[src/rtl/sprite_mask_streamer_if.sv]
// Signal bundle between sprite_mask_streamer, the sprite-mask RAM read port
// and the frame-compositor pixel stream.
interface sprite_mask_streamer_if #(
    parameter int ADDR_W  = 10,
    parameter int DATA_W  = 8,
    parameter int COORD_W = 10
);
    logic [ADDR_W-1:0]  mem_address;
    logic               mem_chipselect;
    logic               mem_clken;
    logic [DATA_W-1:0]  mem_readdata;
    logic               pix_valid;
    logic               pix_ready;
    logic [COORD_W-1:0] pix_x;
    logic [COORD_W-1:0] pix_y;
    logic [DATA_W-1:0]  pix_data;
    logic               pix_last;

    modport master (
        output mem_address, mem_chipselect, mem_clken,
        input  mem_readdata,
        output pix_valid, pix_x, pix_y, pix_data, pix_last,
        input  pix_ready
    );

    modport slave (
        input  mem_address, mem_chipselect, mem_clken,
        output mem_readdata,
        input  pix_valid, pix_x, pix_y, pix_data, pix_last,
        output pix_ready
    );
endinterface

[src/rtl/sprite_mask_streamer.sv]
// Walks a sprite mask held in on-chip RAM in raster order and streams one
// screen-space pixel beat per byte, absorbing backpressure in a 2-entry buffer.
module sprite_mask_streamer #(
    parameter int              SPR_W_LOG2       = 5,
    parameter int              SPR_H_LOG2       = 5,
    parameter int              ADDR_W           = 10,
    parameter int              DATA_W           = 8,
    parameter int              COORD_W          = 10,
    parameter logic [DATA_W-1:0] TRANSPARENT    = 8'h00,
    parameter bit              SKIP_TRANSPARENT = 1'b0
) (
    input  logic                   clk,
    input  logic                   reset_n,
    input  logic                   start,
    input  logic [COORD_W-1:0]     base_x,
    input  logic [COORD_W-1:0]     base_y,
    output logic                   busy,
    output logic                   done,
    sprite_mask_streamer_if.master bus
);

    typedef enum logic [1:0] {
        ST_IDLE  = 2'd0,
        ST_FETCH = 2'd1,
        ST_DRAIN = 2'd2,
        ST_DONE  = 2'd3
    } state_t;

    typedef struct packed {
        logic               last;
        logic [DATA_W-1:0]  data;
        logic [COORD_W-1:0] y;
        logic [COORD_W-1:0] x;
    } beat_t;

    localparam int                BEAT_W    = $bits(beat_t);
    localparam logic [ADDR_W-1:0] LAST_ADDR = {ADDR_W{1'b1}};

    state_t             state_r;
    state_t             state_s;
    logic [ADDR_W-1:0]  addr_r;
    logic               inflight_r;
    logic [ADDR_W-1:0]  inflight_addr_r;
    logic [COORD_W-1:0] base_x_r;
    logic [COORD_W-1:0] base_y_r;
    logic               busy_r;
    logic               done_r;

    beat_t              head_r;
    logic               head_valid_r;
    beat_t              spare_r;
    logic               spare_valid_r;

    logic               issue_s;
    logic               pop_s;
    logic [1:0]         occ_s;
    logic               room_s;
    logic               cap_last_s;
    logic               cap_keep_s;
    beat_t              cap_s;
    logic [1:0]         buf_next_s;

    // Occupancy bookkeeping; a beat leaving this cycle frees its slot for a new issue.
    always_comb begin
        pop_s      = head_valid_r & bus.pix_ready;
        occ_s      = {1'b0, head_valid_r} + {1'b0, spare_valid_r} + {1'b0, inflight_r};
        room_s     = ((occ_s - {1'b0, pop_s}) < 2'd2);
        buf_next_s = {1'b0, head_valid_r} + {1'b0, spare_valid_r} + {1'b0, cap_keep_s}
                     - {1'b0, pop_s};
    end

    // Build the beat for the byte arriving from RAM and decide whether it is kept.
    always_comb begin
        cap_last_s = (inflight_addr_r == LAST_ADDR);
        cap_s.last = cap_last_s;
        cap_s.data = bus.mem_readdata;
        cap_s.x    = base_x_r + COORD_W'(inflight_addr_r[SPR_W_LOG2-1:0]);
        cap_s.y    = base_y_r + COORD_W'(inflight_addr_r[SPR_W_LOG2 +: SPR_H_LOG2]);
        if (SKIP_TRANSPARENT && (bus.mem_readdata == TRANSPARENT) && !cap_last_s) begin
            cap_keep_s = 1'b0;
        end else begin
            cap_keep_s = inflight_r;
        end
    end

    // Next-state and issue decision; address 0 is issued in the accepting cycle
    // so the first beat is presented two cycles after start.
    always_comb begin
        state_s = state_r;
        issue_s = 1'b0;
        case (state_r)
            ST_IDLE: begin
                if (start) begin
                    issue_s = 1'b1;
                    state_s = ST_FETCH;
                end else begin
                    state_s = ST_IDLE;
                end
            end
            ST_FETCH: begin
                if (room_s) begin
                    issue_s = 1'b1;
                    if (addr_r == LAST_ADDR) begin
                        state_s = ST_DRAIN;
                    end else begin
                        state_s = ST_FETCH;
                    end
                end else begin
                    state_s = ST_FETCH;
                end
            end
            ST_DRAIN: begin
                if (buf_next_s == 2'd0) begin
                    state_s = ST_DONE;
                end else begin
                    state_s = ST_DRAIN;
                end
            end
            ST_DONE: begin
                state_s = ST_IDLE;
            end
            default: begin
                state_s = ST_IDLE;
            end
        endcase
    end

    // RAM read port is driven only in issue cycles so its output register holds otherwise.
    always_comb begin
        if (issue_s) begin
            bus.mem_address    = addr_r;
            bus.mem_chipselect = 1'b1;
            bus.mem_clken      = 1'b1;
        end else begin
            bus.mem_address    = {ADDR_W{1'b0}};
            bus.mem_chipselect = 1'b0;
            bus.mem_clken      = 1'b0;
        end
    end

    // FSM state, status flags, address counter, in-flight tracking and origin latch.
    always_ff @(posedge clk or negedge reset_n) begin
        if (!reset_n) begin
            state_r         <= ST_IDLE;
            busy_r          <= 1'b0;
            done_r          <= 1'b0;
            addr_r          <= {ADDR_W{1'b0}};
            inflight_r      <= 1'b0;
            inflight_addr_r <= {ADDR_W{1'b0}};
            base_x_r        <= {COORD_W{1'b0}};
            base_y_r        <= {COORD_W{1'b0}};
        end else begin
            state_r    <= state_s;
            busy_r     <= (state_s == ST_FETCH) || (state_s == ST_DRAIN);
            done_r     <= (state_s == ST_DONE);
            inflight_r <= issue_s;
            if (issue_s) begin
                inflight_addr_r <= addr_r;
            end
            if (state_r == ST_IDLE && start) begin
                base_x_r <= base_x;
                base_y_r <= base_y;
            end
            // The counter parks on the last address and is rearmed when the run ends.
            if (state_r == ST_DONE) begin
                addr_r <= {ADDR_W{1'b0}};
            end else if (issue_s && (addr_r != LAST_ADDR)) begin
                addr_r <= addr_r + {{(ADDR_W-1){1'b0}}, 1'b1};
            end
        end
    end

    // Two-entry output buffer: head drives the stream, spare catches a byte during a stall.
    always_ff @(posedge clk or negedge reset_n) begin
        if (!reset_n) begin
            head_r        <= beat_t'({BEAT_W{1'b0}});
            head_valid_r  <= 1'b0;
            spare_r       <= beat_t'({BEAT_W{1'b0}});
            spare_valid_r <= 1'b0;
        end else if (pop_s) begin
            if (spare_valid_r) begin
                head_r       <= spare_r;
                head_valid_r <= 1'b1;
                if (cap_keep_s) begin
                    spare_r       <= cap_s;
                    spare_valid_r <= 1'b1;
                end else begin
                    spare_valid_r <= 1'b0;
                end
            end else if (cap_keep_s) begin
                head_r       <= cap_s;
                head_valid_r <= 1'b1;
            end else begin
                head_valid_r <= 1'b0;
            end
        end else if (!head_valid_r) begin
            if (cap_keep_s) begin
                head_r       <= cap_s;
                head_valid_r <= 1'b1;
            end
        end else if (cap_keep_s) begin
            spare_r       <= cap_s;
            spare_valid_r <= 1'b1;
        end
    end

    assign busy          = busy_r;
    assign done          = done_r;
    assign bus.pix_valid = head_valid_r;
    assign bus.pix_x     = head_r.x;
    assign bus.pix_y     = head_r.y;
    assign bus.pix_data  = head_r.data;
    assign bus.pix_last  = head_r.last;

endmodule

[src/flat_wrapper.sv]
// flat-port wrapper written by rule: the top's interface ports become plain ports
module sprite_mask_streamer_flat 
#(
    parameter int              SPR_W_LOG2       = 5,
    parameter int              SPR_H_LOG2       = 5,
    parameter int              ADDR_W           = 10,
    parameter int              DATA_W           = 8,
    parameter int              COORD_W          = 10,
    parameter logic [DATA_W-1:0] TRANSPARENT    = 8'h00,
    parameter bit              SKIP_TRANSPARENT = 1'b0
)
  (clk, reset_n, start, base_x, base_y, busy, done, bus_mem_address, bus_mem_chipselect, bus_mem_clken, bus_mem_readdata, bus_pix_valid, bus_pix_x, bus_pix_y, bus_pix_data, bus_pix_last, bus_pix_ready);
  sprite_mask_streamer_if #(.ADDR_W(ADDR_W), .DATA_W(DATA_W), .COORD_W(COORD_W)) bus_i ();
  input  logic clk;
  input  logic reset_n;
  input  logic start;
  input  logic [COORD_W-1:0] base_x;
  input  logic [COORD_W-1:0] base_y;
  output logic busy;
  output logic done;
  output wire logic [$bits(bus_i.mem_address)-1:0] bus_mem_address;
  output wire logic [$bits(bus_i.mem_chipselect)-1:0] bus_mem_chipselect;
  output wire logic [$bits(bus_i.mem_clken)-1:0] bus_mem_clken;
  input wire logic [$bits(bus_i.mem_readdata)-1:0] bus_mem_readdata;
  output wire logic [$bits(bus_i.pix_valid)-1:0] bus_pix_valid;
  output wire logic [$bits(bus_i.pix_x)-1:0] bus_pix_x;
  output wire logic [$bits(bus_i.pix_y)-1:0] bus_pix_y;
  output wire logic [$bits(bus_i.pix_data)-1:0] bus_pix_data;
  output wire logic [$bits(bus_i.pix_last)-1:0] bus_pix_last;
  input wire logic [$bits(bus_i.pix_ready)-1:0] bus_pix_ready;
  assign bus_mem_address = bus_i.mem_address;
  assign bus_mem_chipselect = bus_i.mem_chipselect;
  assign bus_mem_clken = bus_i.mem_clken;
  assign bus_i.mem_readdata = bus_mem_readdata;
  assign bus_pix_valid = bus_i.pix_valid;
  assign bus_pix_x = bus_i.pix_x;
  assign bus_pix_y = bus_i.pix_y;
  assign bus_pix_data = bus_i.pix_data;
  assign bus_pix_last = bus_i.pix_last;
  assign bus_i.pix_ready = bus_pix_ready;
  sprite_mask_streamer #(.SPR_W_LOG2(SPR_W_LOG2), .SPR_H_LOG2(SPR_H_LOG2), .ADDR_W(ADDR_W), .DATA_W(DATA_W), .COORD_W(COORD_W), .TRANSPARENT(TRANSPARENT), .SKIP_TRANSPARENT(SKIP_TRANSPARENT)) u_core (.clk(clk), .reset_n(reset_n), .start(start), .base_x(base_x), .base_y(base_y), .busy(busy), .done(done), .bus(bus_i));
endmodule
[config.mk]
export PLATFORM = sky130hd
export DESIGN_NAME = sprite_mask_streamer_flat
export DESIGN_NICKNAME = d
export VERILOG_FILES = /design/src/rtl/sprite_mask_streamer_if.sv /design/src/rtl/sprite_mask_streamer.sv /design/src/flat_wrapper.sv
export SDC_FILE = /design/constraint.sdc
export NUM_CORES = 1
export LEC_CHECK = 0
export BUFFER_PORTS_ARGS = -buffer_cell sky130_fd_sc_hd__buf_2
export CORE_ASPECT_RATIO = 0.9
export CORE_MARGIN = 3
export CORE_UTILIZATION = 55
export CTS_CLUSTER_DIAMETER = 60
export DETAILED_ROUTE_END_ITERATION = 8
export PLACE_DENSITY = 0.82
export RECOVER_POWER = 25
export SYNTH_ARGS = -nofsm -noshare
export SYNTH_HDL_FRONTEND = slang
export SYNTH_SLANG_ARGS = --single-unit
[constraint.sdc]
create_clock -name clk -period 4 [get_ports clk]
set_clock_uncertainty 0.1 [all_clocks]
set_input_delay 0.4 -clock clk [delete_from_list [all_inputs] [get_ports clk]]
set_output_delay 0.4 -clock clk [all_outputs]
set_load 0.01 [all_outputs]
==> impl_metrics.json, run 1 <==
{
  "status": "finished, violations left",
  "failed_checks": "capacitance limit, slew limit",
  "peakVddDrop_mv": 0.441,
  "finalSetupViolCount": 0,
  "critPathArrivalTime_ps": 2850,
  "hold_path_startpoint": "base_y[5]",
  "cp.required_ps": 3500,
  "synthArstFlopShare_pct": 100,
  "hold_ws_ps": 165,
  "synth_edf_count": 0,
  "viasPerCell": 5.90,
  "hold_viol": 0,
  "diodes": 0,
  "h-tree-depth": 3,
  "cts_inserted_buffers": 9,
  "path_clk_slew_ps": 100,
  "reg2reg_slack_ps": 1160,
  "cp-start-kind": "register",
  "ant_nets": 0,
  "nets": 596,
  "max_slew_margin_pct": -10.8,
  "rsz0062_at_grt": "no",
  "min_period_over_period_pct": 83.8,
  "holdPathEnd": "u_core.base_y_r[5]",
  "busiest_layer": "met2",
  "tightest_slew_ps": 1660,
  "yosys_warnings": 0,
  "cts_tree": "built",
  "io_buffer_count": 75,
  "grt_pass1_wl_um": 19400,
  "critical_path_class": "register to primary output",
  "grt_start_max_net_pins": 69,
  "gp_congestion": 0.865,
  "cellPowerDensity_nw_per_um2": 903,
  "first_pass_iters": 5,
  "drcViolationCount": 0,
  "initial_core_util_pct": 58.0,
  "postCtsSetupRepairBufs": 0,
  "syn2layout_area_growth_pct": 13.0,
  "timing.rr.end": "u_core.addr_r[8]",
  "max_freq_ghz": 0.298,
  "io_pins": 76,
  "cts.sinks": 105,
  "ys_ff_latch": 105,
  "netlist_area_um2": 5110,
  "grt.met1_usage_pct": 31.2,
  "drt_iter0_markers": 199,
  "use_met2_pct": 36.7,
  "cts-root-buf": "clkbuf_8",
  "synth_nets": 525,
  "place_hpwl_um": 8240,
  "post_drt_wl_per_cell_um": 17.1,
  "first_global_vias": 3982,
  "vias": 3965,
  "coreArea_um2": 8810,
  "hold_path_class": "primary input to register",
  "die_y_um": 97.5,
  "grtUsageTotal_pct": 22.7,
  "grt.overflow.total": 0,
  "hold_buffers": 0,
  "dieArea_um2": 10500,
  "yosysUniqueCellTypes": 59,
  "min_period_ps": 3350,
  "slew_viol_final": 69,
  "cellLeakagePower_nw": 2.64,
  "drv_cap": 1,
  "avgSynthCellArea_um2": 10.7,
  "ctsResizeCount": 0,
  "syn_inst": 477,
  "fp.dieW_um": 108,
  "wl_um": 11500,
  "synth-main-ff-cell": "dfrtp_1",
  "finalSetupTns_ps": 0,
  "cp-end-kind": "primary output",
  "r2r_start": "u_core.spare_valid_r",
  "clockBufferDepth": 2,
  "reg2reg_depth": 10,
  "met3_usage_pct": 3.92,
  "layout-drive-gt1-share_pct": 27.3,
  "worstSkewPairLatency_ps": 360,
  "placementRows": 32,
  "hold_depth": 3,
  "antenna_found_initial": 0,
  "cp_max_fo": 13,
  "seq_area_frac_synth_pct": 51.4
}
## cells in the final DEF, fill, tap and decap left out, types with 15 or more instances in the layout
master	synthesis	layout
mux2_2	43	43
o22ai_1	16	16
inv_1	15	15
o21ai_0	44	44
dfrtp_1	105	105
buf_2	9	74
nor2_1	38	37
nand2_1	38	38
a21oi_1	21	21
## flip-flops by register name, summed over array words and instances, names as in the netlist
register                count
u_core.base_y_r            10
u_core.bus.pix_valid        1
u_core.state_r              2
u_core.done                 1
u_core.cap_keep_s           1
u_core.base_x_r            10
u_core.bus.pix_y           10
u_core.spare_valid_r        1
u_core.bus.pix_x           10
u_core.bus.pix_last         1
u_core.spare_r             29
u_core.bus.pix_data         8
u_core.inflight_addr_r     10
u_core.busy                 1
u_core.addr_r              10
## metal layers
metal / up-vias / share of wire, %
li1: 1852 / -
met1: 1962 / 44
met3: 18 / 6.0
met4: 0 / 1.6
met5: - / 0
met2: 133 / 48
## cells by family after synthesis
group | share of synthesized area (%)
flip-flops | 51.4
adder cells (fa/ha/maj) | 4.36
XOR/XNOR | 2.57
AO/OA/AOI/OAI | 14.6
buffers and inverters | 3.11
multiplexers | 10.1
AND/OR/NAND/NOR | 13.9
## through the flow
stage               setup slack [ps]  util, %  power [mW]  cells  instance area, µm²
finish                           646     65.6        5.22    672                5780
global route                     490     65.6        5.62    672                5780
CTS                              670     65.6        5.22    672                5780
detailed placement               969     63.4        4.56    656                5580
global placement                1020     63.4        4.42    656                5580
floorplan                        927        -        3.79    477                5110
## where the power goes
| part | internal (mW) | switching (mW) | leakage (nW) |
|---|---|---|---|
| logic | 1.15 | 1.42 | 1.29 |
| registers | 1.57 | 0.425 | 1.26 |
| clock network | 0.307 | 0.348 | 0.0888 |
| total | 3.03 | 2.19 | 2.64 |
## cell usage after synthesis, drive strengths merged, types with 3 or more instances
cell type    n  share of area (%)
and2        14                1.7
buf         12                1.3
a21oi       23                2.4
nor2b        3               0.37
nand4        3               0.49
o21ai       47                4.7
a22oi        3               0.44
a21o         4               0.59
nor3        10                1.2
a221oi       3               0.51
inv         15                1.1
nand2b       8               0.98
a211oi       4               0.69
or3          3               0.37
o21a         4               0.59
nor2        39                2.9
dfrtp      105                 51
o22ai       17                2.2
mux2i        3               0.59
nand2       38                2.8
mux2        43                9.5
xor2        12                2.1
clkbuf       9               0.69
a32oi        3               0.51
fa           3                1.2
ha          13                3.2
xnor2        3               0.51
nand3       10                1.1
## how the worst max path moves through the flow
stage | cells past startpoint | startpoint | to | slack [ps]
CTS | 9 | u_core.spare_valid_r | bus_mem_address[3] | 670
detailed placement | 10 | bus_pix_ready | bus_mem_address[3] | 970
global placement | 10 | bus_pix_ready | bus_mem_address[3] | 1020
global route | 9 | u_core.spare_valid_r | bus_mem_address[3] | 490
floorplan | 10 | u_core.bus.pix_valid | bus_mem_address[3] | 930
finish | 9 | u_core.spare_valid_r | bus_mem_address[3] | 650
## cell type report
| class | instances | area [µm²] |
|---|---|---|
| clock buffers | 12 | 145 |
| inverters | 15 | 56.3 |
| well taps | 119 | 149 |
| multi-input cells | 336 | 2330 |
| repair buffers | 81 | 420 |
| fillers | 683 | 3030 |
| flip-flops and latches | 105 | 2630 |
| clock inverters | 4 | 52.6 |
## worst max-delay path: stages, from the launching register on
cell     delay [ps]
dfrtp_1         550
inv_1           140
ha_1            300
inv_1            40
fa_1            370
xor2_1          350
o22ai_2         200
buf_4           220
and2_2          190
buf_2           130
(Power assumes the default switching activity.)
==> run 2: changes to the inputs <==
==> constraint.sdc (replaced) <==
create_clock -name clk -period 3.5 [get_ports clk]
set_clock_uncertainty 0.1 [all_clocks]
set_input_delay 0.35 -clock clk [delete_from_list [all_inputs] [get_ports clk]]
set_output_delay 0.35 -clock clk [all_outputs]
set_load 0.01 [all_outputs]
==> run 2 against run 1 <==
  * The flow still finishes with violations (capacitance limit, slew limit)
  * Sequential share of layout area about the same
  * Power is 14% higher
  * Via count shrank 0.76%
  * Critical path depth unchanged
  * Highest routed layer unchanged
==> impl_metrics.json, run 2 (synthesized netlist as in run 1, its figures left out) <==
{
  "r2r_start": "u_core.spare_valid_r",
  "h-tree-depth": 3,
  "final_common_cell": "dfrtp_1",
  "die_y_um": 97.5,
  "critPathArrivalTime_ps": 2730,
  "antenna_found_initial": 0,
  "io_pins": 76,
  "nets": 598,
  "slew_viol_final": 77,
  "power_mw": 5.94,
  "vias": 3935,
  "grt_start_max_net_pins": 77,
  "initial_core_util_pct": 58.0,
  "slowest_stage": "dfrtp_2",
  "postCtsSetupRepairBufs": 0,
  "fillers": 704,
  "cp_common_cell": "inv_1",
  "max_slew_margin_pct": -24.9,
  "path_clk_slew_ps": 100,
  "path_buf_inv": 4,
  "critical_path_class": "register to primary output",
  "pwr-share-clk_pct": 12.3,
  "min_period_over_period_pct": 90.8,
  "cp-end-kind": "primary output",
  "peakVddDrop_mv": 0.422,
  "min_period_ps": 3180,
  "syn2layout_area_growth_pct": 13.1,
  "finalSetupTns_ps": 0,
  "cts_inserted_buffers": 9,
  "largest_reg_flops": 29,
  "drt_iter0_markers": 227,
  "hold_viol": 0,
  "sw_frac_of_total_pct": 42.1,
  "placementRows": 32,
  "mostFrequentLayoutCells": "dfrtp_1, buf_2, o21ai_0",
  "status": "finished, violations left",
  "diodes": 0,
  "cp-start-kind": "register",
  "grt.overflow.total": 0,
  "clockBufferDepth": 2,
  "post_drt_wl_per_cell_um": 16.7,
  "cellPowerDensity_nw_per_um2": 1030,
  "first_global_vias": 3901,
  "cp_top_family": "adder cells",
  "layout-drive-gt1-share_pct": 27.8,
  "crit_chain": "inv_1 -> ha_1 -> inv_1 -> fa_1 -> xor2_1 -> o22ai_2 -> buf_4 -> and2_2 -> buf_2",
  "first_pass_iters": 5,
  "ant_nets": 0,
  "cp.required_ps": 3050,
  "hold_path_class": "primary input to register",
  "viasPerCell": 5.85,
  "place_hpwl_um": 8150,
  "cts-root-buf": "clkbuf_8",
  "drcViolationCount": 0,
  "dieArea_um2": 10500,
  "failed_checks": "capacitance limit, slew limit",
  "max_freq_ghz": 0.315,
  "seqPwrFrac_pct": 38.3,
  "cts_tree": "built",
  "cp_max_fo": 17,
  "cts.sinks": 105,
  "pwr-share-comb_pct": 49.4,
  "dpl_worst_slack_ps": 544,
  "gp_congestion": 0.845,
  "hold_path_startpoint": "base_x[1]",
  "p_int_mw": 3.44,
  "switchingPower_mw": 2.50,
  "grt_pass1_wl_um": 18900,
  "fp.dieW_um": 108,
  "regMostFlops": "u_core.spare_r",
  "io_buffer_count": 75,
  "worstSkewPairLatency_ps": 370,
  "finalSetupViolCount": 0,
  "hold_buffers": 0,
  "grtUsageTotal_pct": 22.6,
  "drv_cap": 1,
  "rsz0062_at_grt": "no",
  "tightest_slew_ps": 1870,
  "wl_um": 11200,
  "slowest_delay_ps": 490,
  "startpoint": "u_core.spare_valid_r",
  "coreArea_um2": 8810,
  "ctsResizeCount": 0,
  "cellLeakagePower_nw": 2.64,
  "worst_slack_ps": 322
}
==> run 2: layout make-up <==
type / count / area, µm² / area share (%)
Multi-Input combinational cell: 336 / 2330 / 40.3
Clock buffer: 10 / 128 / 2.21
Clock inverter: 5 / 57.6 / 0.995
Inverter: 15 / 56.3 / 0.974
Tap cell: 119 / 149 / 2.58
Timing Repair Buffer: 83 / 435 / 7.53
Sequential cell: 105 / 2630 / 45.5
==> run 2: per-stage QoR <==
step                      utilization, %  cells  area, µm²  hold slack [ps]
after CTS                           65.7    673       5780             51.8
after detailed placement            63.6    658       5600              374
after floorplan                        -    477       5110            -45.6
after global placement              63.6    658       5600              358
final                               65.6    673       5780             91.4
after global routing                65.6    673       5780             86.5
==> run 2: worst paths after layout <==
kind | to | slack [ps] | cells past startpoint
worst max-delay path | bus_mem_address[3] | 320 | 9
worst min-delay path | u_core.base_x_r[1] | 90 | 3
worst max register to register | u_core.addr_r[4] | 770 | 10
worst min register to register | u_core.spare_r[9] | 390 | 2
max in group asynchronous | u_core.spare_valid_r | 1690 | 1
min in group asynchronous | u_core.spare_r[25] | 390 | 1
==> run 2: power by group through the flow <==
| stage | registers, mW | clock network [mW] | logic [mW] |
|---|---|---|---|
| floorplan | 2.22 | 0 | 2.12 |
| global placement | 2.26 | 0 | 2.81 |
| detailed placement | 2.29 | 0 | 2.92 |
| CTS | 2.27 | 0.747 | 2.94 |
| global route | 2.36 | 0.795 | 3.27 |
| finish | 2.28 | 0.733 | 2.94 |
==> run 2: layer usage <==
layer	vias up	part of all wire [%]	global-route usage [%]
met2	137	47	35.4
met5	-	0	0
met4	0	2.1	7.38
li1	1852	-	-
met3	25	6.2	4.92
met1	1921	44	31.5
==> run 2: worst register-to-register path, stage by stage (launching register included) <==
cell and delay, ps:
dfrtp_2 490, inv_1 100, ha_1 280, inv_1 40, fa_1 380, xor2_1 370, o22ai_2 150, buf_4 210
nand2b_1 260, o211ai_1 150, o31ai_1 100
==> run 3: changes to the inputs <==
==> constraint.sdc (replaced) <==
create_clock -name clk -period 3.6 [get_ports clk]
set_clock_uncertainty 0.1 [all_clocks]
set_input_delay 0.36 -clock clk [delete_from_list [all_inputs] [get_ports clk]]
set_output_delay 0.36 -clock clk [all_outputs]
set_load 0.01 [all_outputs]
==> run 3 against run 2 <==
  * The flow still finishes with violations (capacitance limit, slew limit)
  * Sequential share of layout area shrank 0.22 points
  * Register-to-register slack is essentially flat
  * Via count grew 0.15%
  * Setup slack gained 9.6 ps
  * Wire length grew 3.6%
  * Worst hold slack gained 3.1 ps
  * First-iteration DRC count grew 1.8%
  * Largest cell class unchanged
  * Highest routed layer unchanged
==> impl_metrics.json, run 3 (synthesized netlist as in run 1, its figures left out) <==
{
  "layout-drive-gt1-share_pct": 28.0,
  "min_period_over_period_pct": 90.8,
  "io_buffer_count": 75,
  "cts_tree": "built",
  "layout.cells.non_filler": 676,
  "r2r_start": "u_core.spare_valid_r",
  "regMostFlops": "u_core.spare_r",
  "max_slew_margin_pct": -45.1,
  "grtUsageTotal_pct": 23.6,
  "h-tree-depth": 3,
  "cts_inserted_buffers": 9,
  "placementRows": 32,
  "slew_viol_final": 89,
  "cp.required_ps": 3140,
  "hold_buffers": 0,
  "syn2layout_area_growth_pct": 13.6,
  "cp_max_fo": 17,
  "cellLeakagePower_nw": 2.66,
  "finalSetupTns_ps": 0,
  "finalSetupViolCount": 0,
  "mostFrequentLayoutCells": "dfrtp_1, buf_2, o21ai_0",
  "diodes": 0,
  "worstSkewPairLatency_ps": 370,
  "post_drt_wl_per_cell_um": 17.2,
  "first_global_vias": 3962,
  "drv_cap": 1,
  "p_int_mw": 3.38,
  "status": "finished, violations left",
  "switchingPower_mw": 2.44,
  "cts-root-buf": "clkbuf_8",
  "finalInstanceArea_um2": 5810,
  "wl_um": 11600,
  "postCtsSetupRepairBufs": 0,
  "hold_path_startpoint": "base_y[5]",
  "clockBufferDepth": 2,
  "die_y_um": 97.5,
  "cp-start-kind": "register",
  "fp.dieW_um": 108,
  "fillers": 695,
  "sw_frac_of_total_pct": 42.0,
  "drt_iter0_markers": 231,
  "initial_core_util_pct": 58.0,
  "dieArea_um2": 10500,
  "peakVddDrop_mv": 0.432,
  "place_hpwl_um": 8320,
  "viasPerCell": 5.83,
  "hold_viol": 0,
  "critPathArrivalTime_ps": 2810,
  "critical_path_class": "register to primary output",
  "max_freq_ghz": 0.306,
  "gp_congestion": 0.847,
  "final_common_cell": "dfrtp_1",
  "vias": 3941,
  "antenna_found_initial": 0,
  "hold_ws_ps": 94.5,
  "cp-end-kind": "primary output",
  "largest_reg_flops": 29,
  "io_pins": 76,
  "hold_path_class": "primary input to register",
  "seqPwrFrac_pct": 37.5,
  "pwr-share-clk_pct": 12.5,
  "failed_checks": "capacitance limit, slew limit",
  "ant_nets": 0,
  "cts.sinks": 105,
  "drcViolationCount": 0,
  "grt_start_max_net_pins": 89,
  "cellPowerDensity_nw_per_um2": 1000,
  "dp_cells": 660,
  "startpoint": "u_core.spare_valid_r",
  "placed_area_um2": 5610,
  "min_period_ps": 3270,
  "path_clk_slew_ps": 90,
  "grt_pass1_wl_um": 19800,
  "nets": 600,
  "tightest_slew_ps": 2180,
  "coreArea_um2": 8810,
  "power_mw": 5.83,
  "pwr-share-comb_pct": 50.0,
  "ctsResizeCount": 0,
  "rsz0062_at_grt": "no",
  "first_pass_iters": 5,
  "grt.overflow.total": 0
}
[run 3: cell types whose count changed in the layout (fill, tap and decap cells not counted), sizes merged]
cell,before,now
buf,82,84
clkbuf,11,12
clkinv,1,2
clkinvlp,3,2
[run 3: final cells by class]
cell class | instances | area (µm²) | area share [%]
clock buffer | 11 | 141 | 2.43
clock inverter | 5 | 55.1 | 0.948
inverter | 15 | 56.3 | 0.970
multi-input combinational | 336 | 2330 | 40.1
sequential | 105 | 2630 | 45.2
tap | 119 | 149 | 2.56
timing repair buffer | 85 | 450 | 7.76
[run 3: power groups by stage]
stage | sequential, mW | clock (mW) | combinational [mW]
after floorplan | 2.16 | 0 | 2.06
after global placement | 2.17 | 0 | 2.78
after detailed placement | 2.20 | 0 | 2.91
after CTS | 2.18 | 0.744 | 2.92
after global routing | 2.26 | 0.798 | 3.25
final | 2.18 | 0.729 | 2.91
[run 3: routing by layer]
metal  routed length [µm]  vias up  global-route usage [%]
met5                    0        -                       0
met4                  199        0                    7.28
met3                  730       19                    4.85
met2                 5590      136                    36.5
met1                 5100     1940                    33.8
li1                     -     1846                       -
[run 3: worst paths after layout]
path                       slack [ps]  depth (start not counted)                         to
min in group asynchronous         520                          1     u_core.bus.pix_data[5]
max reg2reg                       780                         10           u_core.addr_r[4]
min                                90                          3         u_core.base_y_r[5]
min reg2reg                       390                          2          u_core.spare_r[2]
max in group asynchronous        1610                          1  u_core.inflight_addr_r[9]
max                               330                          9         bus_mem_address[3]
[run 3: worst max-delay path, cell delays in order, from the launching register on]
cell and delay (ps):
dfrtp_1 570, inv_1 140, ha_1 300, inv_1 40, fa_1 380, xor2_1 330
o22ai_2 150, buf_4 210, and2_2 190, buf_2 130
[run 3: through the flow]
| step | utilization (%) | worst slack [ps] |
|---|---|---|
| 5_1_grt | 65.9 | 171 |
| 6_report | 65.9 | 331 |
| 3_3_place_gp | 63.7 | 753 |
| 4_1_cts | 66.0 | 343 |
| 2_1_floorplan | - | 567 |
| 3_5_place_dp | 63.7 | 699 |
